===== config.mk =====
export PLATFORM = sky130hd
export DESIGN_NAME = pipeline_stage_memory_access_flat
export DESIGN_NICKNAME = d
export VERILOG_FILES = /design/src/rtl/pipeline_stage_memory_access_pkg.sv /design/src/rtl/pipeline_stage_memory_access_if.sv /design/src/rtl/pipeline_stage_memory_access_mem_lane_align.sv /design/src/rtl/pipeline_stage_memory_access.sv /design/src/flat_wrapper.sv
export SDC_FILE = /design/constraint.sdc
export NUM_CORES = 1
export LEC_CHECK = 0
export ABC_CLOCK_PERIOD_IN_PS = 3430
export BUFFER_PORTS_ARGS = -buffer_cell sky130_fd_sc_hd__buf_2
export CAP_MARGIN = 20
export CELL_PAD_IN_SITES_DETAIL_PLACEMENT = 2
export CELL_PAD_IN_SITES_GLOBAL_PLACEMENT = 2
export CORE_MARGIN = 2
export CORE_UTILIZATION = 32
export CTS_CLUSTER_DIAMETER = 50
export DETAILED_ROUTE_END_ITERATION = 6
export PLACE_DENSITY_LB_ADDON = 0.1
export SLEW_MARGIN = 25
export SYNTH_ARGS = -nofsm -noshare
export SYNTH_HDL_FRONTEND = slang
export SYNTH_SLANG_ARGS = --single-unit

===== constraint.sdc =====
create_clock -name clock -period 3.43 [get_ports clock]
set_clock_uncertainty 0.15 [all_clocks]
set_input_delay 0.686 -clock clock [delete_from_list [all_inputs] [get_ports clock]]
set_output_delay 0.686 -clock clock [all_outputs]
set_load 0.02 [all_outputs]

===== src/rtl/pipeline_stage_memory_access_pkg.sv =====
// Shared types for the memory-access stage: access size, FSM state and the
// execute fields held while a data-memory access is outstanding.
package pipeline_stage_memory_access_pkg;

  // Build-wide widths; the latched-field struct below is sized from them.
  localparam int DATA_WIDTH   = 32;
  localparam int REG_ID_WIDTH = 5;

  typedef enum logic [1:0] {
    BYTE = 2'd0,
    HALF = 2'd1,
    WORD = 2'd2
  } mem_size_t;

  typedef enum logic {
    IDLE = 1'b0,
    WAIT = 1'b1
  } mem_state_t;

  typedef struct packed {
    logic [DATA_WIDTH-1:0]   instr;
    logic [DATA_WIDTH-1:0]   addr;
    logic [DATA_WIDTH-1:0]   store_data;
    logic [REG_ID_WIDTH-1:0] reg_write_id;
    logic                    reg_write_en;
    logic                    mem_read;
    logic                    mem_write;
    mem_size_t               size;
    logic                    mem_signed;
  } ex_fields_t;

endpackage


===== src/rtl/pipeline_stage_memory_access_if.sv =====
// Execute-side, data-memory and write-back signals of the memory-access stage.
// Handshake: execute hands over an instruction on a clock edge where
// ex_valid && ex_ready; a memory access completes on the edge where mem_ack is
// high while mem_req is held; write back consumes every cycle with wb_valid.
interface pipeline_stage_memory_access_if;
  import pipeline_stage_memory_access_pkg::*;

  logic                    ex_valid;
  logic                    ex_ready;
  logic [DATA_WIDTH-1:0]   ex_instr;
  logic [DATA_WIDTH-1:0]   ex_alu_result;
  logic [DATA_WIDTH-1:0]   ex_store_data;
  logic [REG_ID_WIDTH-1:0] ex_reg_write_id;
  logic                    ex_reg_write_en;
  logic                    ex_mem_read;
  logic                    ex_mem_write;
  logic [1:0]              ex_mem_size;
  logic                    ex_mem_signed;

  logic                    mem_req;
  logic                    mem_we;
  logic [DATA_WIDTH-1:0]   mem_addr;
  logic [DATA_WIDTH-1:0]   mem_wdata;
  logic [3:0]              mem_be;
  logic                    mem_ack;
  logic [DATA_WIDTH-1:0]   mem_rdata;

  logic                    wb_valid;
  logic [DATA_WIDTH-1:0]   wb_instr;
  logic [REG_ID_WIDTH-1:0] wb_reg_write_id;
  logic                    wb_reg_write_en;
  logic [DATA_WIDTH-1:0]   wb_reg_data;
  logic                    wb_forward_stall;
  logic                    fault;

  modport slave (
    input  ex_valid, ex_instr, ex_alu_result, ex_store_data, ex_reg_write_id,
           ex_reg_write_en, ex_mem_read, ex_mem_write, ex_mem_size, ex_mem_signed,
           mem_ack, mem_rdata,
    output ex_ready, mem_req, mem_we, mem_addr, mem_wdata, mem_be,
           wb_valid, wb_instr, wb_reg_write_id, wb_reg_write_en, wb_reg_data,
           wb_forward_stall, fault
  );

  modport master (
    output ex_valid, ex_instr, ex_alu_result, ex_store_data, ex_reg_write_id,
           ex_reg_write_en, ex_mem_read, ex_mem_write, ex_mem_size, ex_mem_signed,
           mem_ack, mem_rdata,
    input  ex_ready, mem_req, mem_we, mem_addr, mem_wdata, mem_be,
           wb_valid, wb_instr, wb_reg_write_id, wb_reg_write_en, wb_reg_data,
           wb_forward_stall, fault
  );

endinterface


===== src/rtl/pipeline_stage_memory_access_mem_lane_align.sv =====
// Little-endian byte-lane handling: store replication, byte enables, load
// extraction with zero/sign extension, and misalignment detection.
module pipeline_stage_memory_access_mem_lane_align
  import pipeline_stage_memory_access_pkg::*;
(
  input  logic [1:0]            offset,
  input  mem_size_t             size,
  input  logic                  is_signed,
  input  logic [DATA_WIDTH-1:0] store_data,
  input  logic [DATA_WIDTH-1:0] rdata,
  output logic [3:0]            be,
  output logic [DATA_WIDTH-1:0] wdata,
  output logic [DATA_WIDTH-1:0] load_data,
  output logic                  misaligned
);

  logic [DATA_WIDTH-1:0] shifted;

  // Selected lane moved down to bit 0.
  assign shifted = rdata >> {offset, 3'b000};

  always_comb begin
    be         = 4'hF;
    wdata      = store_data;
    load_data  = shifted;
    misaligned = 1'b0;
    case (size)
      BYTE: begin
        be        = 4'b0001 << offset;
        wdata     = {4{store_data[7:0]}};
        load_data = {{24{is_signed & shifted[7]}}, shifted[7:0]};
      end
      HALF: begin
        be         = 4'b0011 << offset;
        wdata      = {2{store_data[15:0]}};
        load_data  = {{16{is_signed & shifted[15]}}, shifted[15:0]};
        misaligned = offset[0];
      end
      default: begin
        misaligned = (offset != 2'b00);
      end
    endcase
  end

endmodule


===== src/rtl/pipeline_stage_memory_access.sv =====
// MIPS pipeline stage 4: issues loads/stores over a req/ack data-memory port
// and registers the result into the write-back slot.
module pipeline_stage_memory_access
  import pipeline_stage_memory_access_pkg::*;
#(
  parameter int TIMEOUT_CYCLES = 255
) (
  input  logic                            clock,
  input  logic                            reset,
  pipeline_stage_memory_access_if.slave   bus,
  output mem_state_t                      state
);

  localparam int CNT_W = (TIMEOUT_CYCLES > 1) ? $clog2(TIMEOUT_CYCLES) : 1;
  localparam logic [CNT_W-1:0] LAST_COUNT =
    CNT_W'((TIMEOUT_CYCLES == 0) ? 0 : TIMEOUT_CYCLES - 1);

  ex_fields_t              ex_fields;
  ex_fields_t              held;
  ex_fields_t              cur;
  logic [CNT_W-1:0]        count;
  logic [3:0]              be;
  logic [DATA_WIDTH-1:0]   wdata;
  logic [DATA_WIDTH-1:0]   load_data;
  logic                    misaligned;
  logic                    is_mem;
  logic                    issue;
  logic                    timeout_hit;

  logic                    wb_valid;
  logic [DATA_WIDTH-1:0]   wb_instr;
  logic [REG_ID_WIDTH-1:0] wb_reg_write_id;
  logic                    wb_reg_write_en;
  logic [DATA_WIDTH-1:0]   wb_reg_data;
  logic                    fault;

  always_comb begin
    ex_fields              = '0;
    ex_fields.instr        = bus.ex_instr;
    ex_fields.addr         = bus.ex_alu_result;
    ex_fields.store_data   = bus.ex_store_data;
    ex_fields.reg_write_id = bus.ex_reg_write_id;
    ex_fields.reg_write_en = bus.ex_reg_write_en;
    ex_fields.mem_read     = bus.ex_mem_read;
    ex_fields.mem_write    = bus.ex_mem_write;
    ex_fields.size         = mem_size_t'(bus.ex_mem_size);
    ex_fields.mem_signed   = bus.ex_mem_signed;
  end

  // While waiting, the request is rebuilt from the held copy so it stays stable.
  assign cur         = (state == WAIT) ? held : ex_fields;
  assign is_mem      = cur.mem_read | cur.mem_write;
  assign issue       = (state == IDLE) && bus.ex_valid && is_mem && !misaligned;
  assign timeout_hit = (TIMEOUT_CYCLES != 0) && (count == LAST_COUNT);

  pipeline_stage_memory_access_mem_lane_align u_mem_lane_align (
    .offset     (cur.addr[1:0]),
    .size       (cur.size),
    .is_signed  (cur.mem_signed),
    .store_data (cur.store_data),
    .rdata      (bus.mem_rdata),
    .be         (be),
    .wdata      (wdata),
    .load_data  (load_data),
    .misaligned (misaligned)
  );

  // Gating with reset drops an outstanding request in the reset cycle itself.
  assign bus.mem_req          = !reset && (issue || (state == WAIT));
  assign bus.mem_we           = bus.mem_req && cur.mem_write;
  assign bus.mem_be           = bus.mem_req ? be : 4'b0000;
  assign bus.mem_addr         = {cur.addr[DATA_WIDTH-1:2], 2'b00};
  assign bus.mem_wdata        = wdata;
  assign bus.ex_ready         = !reset && (state == IDLE);
  assign bus.wb_valid         = wb_valid;
  assign bus.wb_instr         = wb_instr;
  assign bus.wb_reg_write_id  = wb_reg_write_id;
  assign bus.wb_reg_write_en  = wb_reg_write_en;
  assign bus.wb_reg_data      = wb_reg_data;
  assign bus.wb_forward_stall = !wb_valid;
  assign bus.fault            = fault;

  always_ff @(posedge clock) begin
    if (reset) begin
      state           <= IDLE;
      held            <= '0;
      count           <= '0;
      wb_valid        <= 1'b0;
      wb_instr        <= '0;
      wb_reg_write_id <= '0;
      wb_reg_write_en <= 1'b0;
      wb_reg_data     <= '0;
      fault           <= 1'b0;
    end else begin
      wb_valid        <= 1'b0;
      wb_reg_write_en <= 1'b0;
      fault           <= 1'b0;
      case (state)
        IDLE: begin
          if (bus.ex_valid) begin
            if (issue) begin
              state <= WAIT;
              held  <= ex_fields;
              count <= '0;
            end else begin
              // ALU result, or a misaligned access retired with its write suppressed.
              wb_valid        <= 1'b1;
              wb_instr        <= cur.instr;
              wb_reg_write_id <= cur.reg_write_id;
              wb_reg_write_en <= cur.reg_write_en && !is_mem;
              wb_reg_data     <= cur.addr;
              fault           <= is_mem;
            end
          end
        end
        WAIT: begin
          if (bus.mem_ack || timeout_hit) begin
            state           <= IDLE;
            wb_valid        <= 1'b1;
            wb_instr        <= cur.instr;
            wb_reg_write_id <= cur.reg_write_id;
            wb_reg_write_en <= bus.mem_ack && cur.mem_read && cur.reg_write_en;
            wb_reg_data     <= (bus.mem_ack && cur.mem_read) ? load_data : cur.addr;
            fault           <= !bus.mem_ack;
          end else begin
            count <= count + 1'b1;
          end
        end
        default: state <= IDLE;
      endcase
    end
  end

endmodule


===== src/flat_wrapper.sv =====
// flat-port wrapper written by rule: the top's interface ports become plain ports
module pipeline_stage_memory_access_flat import pipeline_stage_memory_access_pkg::*;
#(
  parameter int TIMEOUT_CYCLES = 255
)
  (clock, reset, state, bus_ex_valid, bus_ex_instr, bus_ex_alu_result, bus_ex_store_data, bus_ex_reg_write_id, bus_ex_reg_write_en, bus_ex_mem_read, bus_ex_mem_write, bus_ex_mem_size, bus_ex_mem_signed, bus_mem_ack, bus_mem_rdata, bus_ex_ready, bus_mem_req, bus_mem_we, bus_mem_addr, bus_mem_wdata, bus_mem_be, bus_wb_valid, bus_wb_instr, bus_wb_reg_write_id, bus_wb_reg_write_en, bus_wb_reg_data, bus_wb_forward_stall, bus_fault);
  pipeline_stage_memory_access_if bus_i ();
  input  logic clock;
  input  logic reset;
  output mem_state_t state;
  input wire logic [$bits(bus_i.ex_valid)-1:0] bus_ex_valid;
  input wire logic [$bits(bus_i.ex_instr)-1:0] bus_ex_instr;
  input wire logic [$bits(bus_i.ex_alu_result)-1:0] bus_ex_alu_result;
  input wire logic [$bits(bus_i.ex_store_data)-1:0] bus_ex_store_data;
  input wire logic [$bits(bus_i.ex_reg_write_id)-1:0] bus_ex_reg_write_id;
  input wire logic [$bits(bus_i.ex_reg_write_en)-1:0] bus_ex_reg_write_en;
  input wire logic [$bits(bus_i.ex_mem_read)-1:0] bus_ex_mem_read;
  input wire logic [$bits(bus_i.ex_mem_write)-1:0] bus_ex_mem_write;
  input wire logic [$bits(bus_i.ex_mem_size)-1:0] bus_ex_mem_size;
  input wire logic [$bits(bus_i.ex_mem_signed)-1:0] bus_ex_mem_signed;
  input wire logic [$bits(bus_i.mem_ack)-1:0] bus_mem_ack;
  input wire logic [$bits(bus_i.mem_rdata)-1:0] bus_mem_rdata;
  output wire logic [$bits(bus_i.ex_ready)-1:0] bus_ex_ready;
  output wire logic [$bits(bus_i.mem_req)-1:0] bus_mem_req;
  output wire logic [$bits(bus_i.mem_we)-1:0] bus_mem_we;
  output wire logic [$bits(bus_i.mem_addr)-1:0] bus_mem_addr;
  output wire logic [$bits(bus_i.mem_wdata)-1:0] bus_mem_wdata;
  output wire logic [$bits(bus_i.mem_be)-1:0] bus_mem_be;
  output wire logic [$bits(bus_i.wb_valid)-1:0] bus_wb_valid;
  output wire logic [$bits(bus_i.wb_instr)-1:0] bus_wb_instr;
  output wire logic [$bits(bus_i.wb_reg_write_id)-1:0] bus_wb_reg_write_id;
  output wire logic [$bits(bus_i.wb_reg_write_en)-1:0] bus_wb_reg_write_en;
  output wire logic [$bits(bus_i.wb_reg_data)-1:0] bus_wb_reg_data;
  output wire logic [$bits(bus_i.wb_forward_stall)-1:0] bus_wb_forward_stall;
  output wire logic [$bits(bus_i.fault)-1:0] bus_fault;
  assign bus_i.ex_valid = bus_ex_valid;
  assign bus_i.ex_instr = bus_ex_instr;
  assign bus_i.ex_alu_result = bus_ex_alu_result;
  assign bus_i.ex_store_data = bus_ex_store_data;
  assign bus_i.ex_reg_write_id = bus_ex_reg_write_id;
  assign bus_i.ex_reg_write_en = bus_ex_reg_write_en;
  assign bus_i.ex_mem_read = bus_ex_mem_read;
  assign bus_i.ex_mem_write = bus_ex_mem_write;
  assign bus_i.ex_mem_size = bus_ex_mem_size;
  assign bus_i.ex_mem_signed = bus_ex_mem_signed;
  assign bus_i.mem_ack = bus_mem_ack;
  assign bus_i.mem_rdata = bus_mem_rdata;
  assign bus_ex_ready = bus_i.ex_ready;
  assign bus_mem_req = bus_i.mem_req;
  assign bus_mem_we = bus_i.mem_we;
  assign bus_mem_addr = bus_i.mem_addr;
  assign bus_mem_wdata = bus_i.mem_wdata;
  assign bus_mem_be = bus_i.mem_be;
  assign bus_wb_valid = bus_i.wb_valid;
  assign bus_wb_instr = bus_i.wb_instr;
  assign bus_wb_reg_write_id = bus_i.wb_reg_write_id;
  assign bus_wb_reg_write_en = bus_i.wb_reg_write_en;
  assign bus_wb_reg_data = bus_i.wb_reg_data;
  assign bus_wb_forward_stall = bus_i.wb_forward_stall;
  assign bus_fault = bus_i.fault;
  pipeline_stage_memory_access #(.TIMEOUT_CYCLES(TIMEOUT_CYCLES)) u_core (.clock(clock), .reset(reset), .bus(bus_i), .state(state));
endmodule

Word-level counts from Yosys, hierarchy flattened

Cells that the tools add are included.

Bits in registers: 188
Bits of input ports: 143
Output and inout bits: 145
Logic and storage cells: 92

Add/subtract/negate cells: 1
Equality and inequality tests: 7
Shifts and indexed selects: 3
Multiplexer cells: 39
Bitwise gates (word level): 4
Reductions and logical operators: 21

Operators by type and width:

| cell                  | count |
|---|---|
| $pmux W32 S2          | 4 |
| $mux W32              | 7 |
| $mux W107             | 1 |
| $shr A32 B5 Y32       | 1 |
| $mux W8               | 3 |
| $pmux W8 S2           | 1 |
| $mux W5               | 3 |
| $mux W1               | 12 |
| $pmux W1 S2           | 5 |
| $pmux W5 S2           | 1 |
| $logic_and A1 B1 Y1   | 9 |
| $reduce_and A3 Y1     | 3 |
| $add A8 B1 Y8 const B | 1 |
| $eq A8 B8 Y1 const B  | 1 |
| $ne A2 B2 Y1 const B  | 4 |
| $pmux W4 S2           | 1 |
| $logic_not A1 Y1      | 5 |
| $mux W4               | 1 |
| $shl A1 B2 Y4 const A | 1 |
| $shl A2 B2 Y4 const A | 1 |
| $and A1 B1 Y1         | 2 |
| $eq A2 B1 Y1 const B  | 1 |
| $logic_not A2 Y1      | 1 |
| $logic_or A1 B1 Y1    | 2 |
| 4 further kinds       | 4 |

Logic depth before layout (Yosys ltp)

Depth in word-level cells: 8
Depth in mapped cells: 10
Depth with buffers taken out: 8

Cells and area by module

A second synthesis with hierarchy kept.

Cell total of the unflattened synthesis: 1205
Area, all modules: 10015.9 um^2

Modules (own cells, without submodules):

| module                                      | times used | cells each | area an instance (um^2) | seq. area each (um^2) |
|---|---|---|---|---|
| pipeline_stage_memory_access                | 1          | 1007       | 8732.1                  | 3763.6 |
| pipeline_stage_memory_access_mem_lane_align | 1          | 198        | 1283.7                  | 0.0 |

Least setup slack after synthesis

OpenSTA, ideal clock, no wires.

Path type: flip-flop to output port
Start: register u_core.state
End: output port bus_mem_wdata[30]
Arrival time: 2166 ps
Required time: 2594 ps
Path slack: 428 ps
Cell stages (with the launch flop): 11
Path buffers: 4
Cells stage by stage: dfxtp_1 -> buf_6 -> buf_8 -> buf_8 -> buf_4 -> mux2_2 -> nand2_1 -> o21ai_0 -> nor2_1 -> a21oi_1 -> o21ai_0

Cells in the longest elaborated chain, start to end: 3
Elaborated cells between the ends (all ways): 4
Those cells by class: eq/ne (1); mux (2); reduce/logical (1)

Ends and longest elaborated chain:

| what                                                    | line                                              | RTL |
|---|---|---|
| start, declared                                         | pipeline_stage_memory_access.sv:11                | `output mem_state_t state` |
| start signal, assigned                                  | pipeline_stage_memory_access.sv:85                | `state <= IDLE;` |
| start signal, assigned                                  | pipeline_stage_memory_access.sv:102               | `state <= WAIT;` |
| start signal, assigned                                  | pipeline_stage_memory_access.sv:118               | `state <= IDLE;` |
| $mux W107 (*)                                           | pipeline_stage_memory_access.sv:51                | `assign cur = (state == WAIT) ? held : ex_fields;` |
| $eq A2 B1 Y1 / $logic_not A2 Y1 (equally long branches) | pipeline_stage_memory_access_mem_lane_align.sv:27 | `case (size)` |
| $pmux W32 S2 (*)                                        | pipeline_stage_memory_access_mem_lane_align.sv:27 |  |
| end, declared                                           | flat_wrapper.sv:27                                | `output wire logic [$bits(bus_i.mem_wdata)-1:0] bus_mem_wdata;` |

Every way passes the cells marked *; elsewhere a longest branch is shown, timed or not.

Worst setup path in the final report

Start: register u_core.state
End: output port bus_mem_be[2]

Cells in the longest elaborated chain, start to end: 8
Elaborated cells between the ends (all ways): 17
Those cells by class: eq/ne (1); shift (2); mux (4); bitwise (2); reduce/logical (8)

Ends and longest elaborated chain:

| what                                       | line                                              | RTL |
|---|---|---|
| $mux W107                                  | pipeline_stage_memory_access.sv:51                |  |
| $eq A2 B1 Y1, or another cell as far along | pipeline_stage_memory_access_mem_lane_align.sv:27 |  |
| $pmux W1 S2                                | pipeline_stage_memory_access_mem_lane_align.sv:27 |  |
| $logic_not A1 Y1                           | pipeline_stage_memory_access.sv:53                | `assign issue = (state == IDLE) && bus.ex_valid && is_mem && !misaligned;` |
| $logic_and A1 B1 Y1                        | pipeline_stage_memory_access.sv:53                |  |
| $logic_or A1 B1 Y1                         | pipeline_stage_memory_access.sv:69                | `assign bus.mem_req = !reset && (issue \|\| (state == WAIT));` |
| $logic_and A1 B1 Y1                        | pipeline_stage_memory_access.sv:69                |  |
| $mux W4 (*)                                | pipeline_stage_memory_access.sv:71                | `assign bus.mem_be = bus.mem_req ? be : 4'b0000;` |
| end, declared                              | flat_wrapper.sv:28                                | `output wire logic [$bits(bus_i.mem_be)-1:0] bus_mem_be;` |

Marked as above.

==> results.sh <==
export IMPL_clock_tree_root_cell="clkbuf_16"
export IMPL_p_per_area_mw_per_mm2=511
export IMPL_synth_area_leader_cell="dfxtp_1"
export IMPL_vdd_drop_max_mv=0.322
export IMPL_worstSetupPathType="flip-flop to output port"
export IMPL_die_h_um=178
export IMPL_period_share_pct=95.0
export IMPL_cpMaxStageDelayCell="dfxtp_4"
export IMPL_syn2layout_area_growth_pct=21.3
export IMPL_row_count=63
export IMPL_track_usage_pct=22.7
export IMPL_ys_flop_type="dfxtp_1"
export IMPL_ys_ff_latch=188
export IMPL_die_area_sq_mm=0.0319
export IMPL_ys_async_sr_fraction_pct=0
export IMPL_rsz0062_at_grt="false"
export IMPL_dp_slack_ps=355
export IMPL_leakagePower_uw=0.00482
export IMPL_netlist_area_sq_mm=0.00974
export IMPL_drive_above_1_share_pct=29.5
export IMPL_worst_slack_ps=172
export IMPL_ys_top_cells_by_count="nand2_1 (293), dfxtp_1 (188), a21oi_1 (154), nor2_1 (85), mux2i_1 (60)"
export IMPL_antenna_found_initial=9
export IMPL_syn_area_per_cell_sq_um=7.91
export IMPL_clock_sinks=188
export IMPL_tightest_slew_ps=885
export IMPL_cpMostUsedCell="buf_4"
export IMPL_vias_per_cell=5.16
export IMPL_drv_slew=0
export IMPL_overflow=0
export IMPL_clk_latency_ps=450
export IMPL_outcome="finished clean"
export IMPL_synth_edf_count=0
export IMPL_dp_cells=1798
export IMPL_dp_hpwl_um=26000
export IMPL_die_x_um=178
export IMPL_max_freq_mhz=307
export IMPL_drc_errors=0
export IMPL_synth_top_area_share_pct=38.6
export IMPL_via_count=9500
export IMPL_critPathMaxFanout=14
export IMPL_hold_slack_ps=298
export IMPL_cts_hold_repair_buffers=0
export IMPL_design_portCount=288
export IMPL_synthCells=1231
export IMPL_arrival_ps=2420
export IMPL_wl_um=36400
export IMPL_cp_required_ps=2590
export IMPL_period_minus_slack_ps=3260
export IMPL_max_slew_margin_rel_pct=40.4
export IMPL_grt_max_degree=114
export IMPL_cts_made_buffers=17
export IMPL_wl_per_cell_um=19.8
export IMPL_clockBufferDepth=2
export IMPL_ant_nets=0
export IMPL_coreArea_sq_mm=0.0298
export IMPL_drv_cap=0
export IMPL_finalHoldViolations=0
export IMPL_setup_tns_final_ps=0
export IMPL_worstHoldPathType="flip-flop to flip-flop"
export IMPL_grt_pass1_vias=9881
export IMPL_ys_seq_area_share_pct=38.6
export IMPL_fin_nets=1573
export IMPL_startpoint_type="flip-flop"
export IMPL_synthTopCellsByArea="dfxtp_1 (39%), nand2_1 (11%), a21oi_1 (7.9%)"
export IMPL_clkTransAtPathRegs_ps=80
export IMPL_max_stage_delay_ps=510
export IMPL_cts_resized=0
export IMPL_drt_initial_drc_count=345
export IMPL_numPortBuffers=285
export IMPL_path_cells="buf_4, mux2i_4, a32oi_2, nor2_4, o21ai_0, buf_4, a31oi_1, buf_2"
export IMPL_post_synth_top_count_cell="nand2_1"
export IMPL_cp_end_kind="output port"
export IMPL_place_congestion=0.781
export IMPL_crit_buf_inv=3
export IMPL_tritoncts="built"
export IMPL_dr_pass1_iters=4
export IMPL_num_fill_cells=3547
export IMPL_setup_violations=0
export IMPL_htreeDepth=4
export IMPL_start_util_pct=32.7
export IMPL_yosysUniqueCellTypes=59
export IMPL_grt_pass1_wl_um=56000
export IMPL_yosys_warnings=0
export IMPL_path_delay_family="buffers and inverters"
export IMPL_fin_cells=1840
export IMPL_reg2reg_slack_ps=680
## power breakdown
part	internal [uW]	switching, uW	total, uW
logic	526	987	1510
clock network	993	1080	2070
registers	2350	96.5	2450
## registers in the layout, summed over array words and instances (netlist names)
register	cells
u_core.held	107
u_core.count	8
u_core.bus.wb_instr	32
u_core.state	1
u_core.bus.wb_reg_data	32
u_core.bus.fault	1
u_core.bus.wb_reg_write_id	5
u_core.bus.wb_reg_write_en	1
u_core.bus.wb_valid	1
## worst reg2reg max path, cell delays in order, from the launching register on
cell and delay [ps]:
dfxtp_4 510, buf_4 300, mux2i_4 280, buf_4 280, a32o_1 270, nand2_4 280, buf_12 300, nand2_1 160
a21oi_1 70
## cell usage in the layout (no fill, tap or decap), drive strengths merged, types with 9 or more instances in the layout
cell,count
nor3,16
nor2b,13
buf,315
inv,15
o21ai,64
o211ai,10
diode,9
clkbuf,18
mux2i,62
nand2,294
mux2,44
dfxtp,188
a21oi,155
nor2,88
o22ai,11
nand3,28
a211oi,44
## layer usage
| layer | vias up | wire [um] | track usage (%) |
|---|---|---|---|
| met5 | - | 65 | 0 |
| met1 | 4659 | 16400 | 28.9 |
| met4 | 10 | 232 | 4.10 |
| met3 | 25 | 2100 | 5.46 |
| li1 | 4591 | - | - |
| met2 | 215 | 17600 | 39.1 |
## logic make-up (layout without fill, tap and decap cells)
group / after synthesis / in the layout / share of synthesized area [%]
other cells: 1 / 11 / 0.0385
mux: 106 / 106 / 11.8
xor+xnor: 6 / 6 / 0.540
simple gates: 464 / 464 / 19.9
fa+ha+maj: 2 / 2 / 0.257
compound gates: 318 / 318 / 20.4
buf+inv: 146 / 355 / 8.46
flops: 188 / 188 / 38.6
## worst paths after layout
kind | start | endpoint | cells past startpoint
worst max-delay path | u_core.state$_SDFF_PP0_ | bus_mem_be[2] | 8
worst min-delay path | u_core.bus.wb_reg_data[16]$_SDFFE_PP0P_ | u_core.bus.wb_reg_data[16]$_SDFFE_PP0P_ | 2
worst max register to register | u_core.state$_SDFF_PP0_ | u_core.held[65]$_SDFFE_PP0P_ | 8
worst min register to register | u_core.bus.wb_reg_data[16]$_SDFFE_PP0P_ | u_core.bus.wb_reg_data[16]$_SDFFE_PP0P_ | 2
## per-stage QoR
| stage | util [%] | power, uW | cell area [sq um] |
|---|---|---|---|
| 2_1_floorplan | - | 3510 | 9740 |
| 6_report | 39.7 | 6030 | 11800 |
| 5_1_grt | 39.6 | 6360 | 11800 |
| 3_3_place_gp | 37.5 | 3990 | 11200 |
| 3_5_place_dp | 37.5 | 4030 | 11200 |
| 4_1_cts | 39.6 | 6130 | 11800 |
## what timing repair did
action                                  CTS  global route
hold endpoints to repair                  0             0
buffers inserted                          0             1
endpoints found under the setup margin    0             5
## layout make-up
cell class / instances / area, sq um / area share (%)
sequential: 188 / 3770 / 31.9
tap: 390 / 488 / 4.13
timing repair buffer: 315 / 1710 / 14.5
inverter: 8 / 30.0 / 0.254
antenna: 9 / 22.5 / 0.191
clock inverter: 14 / 173 / 1.46
clock buffer: 18 / 429 / 3.63
multi-input combinational: 898 / 5200 / 44.0
Note: power is estimated with default switching activity, not from simulation.
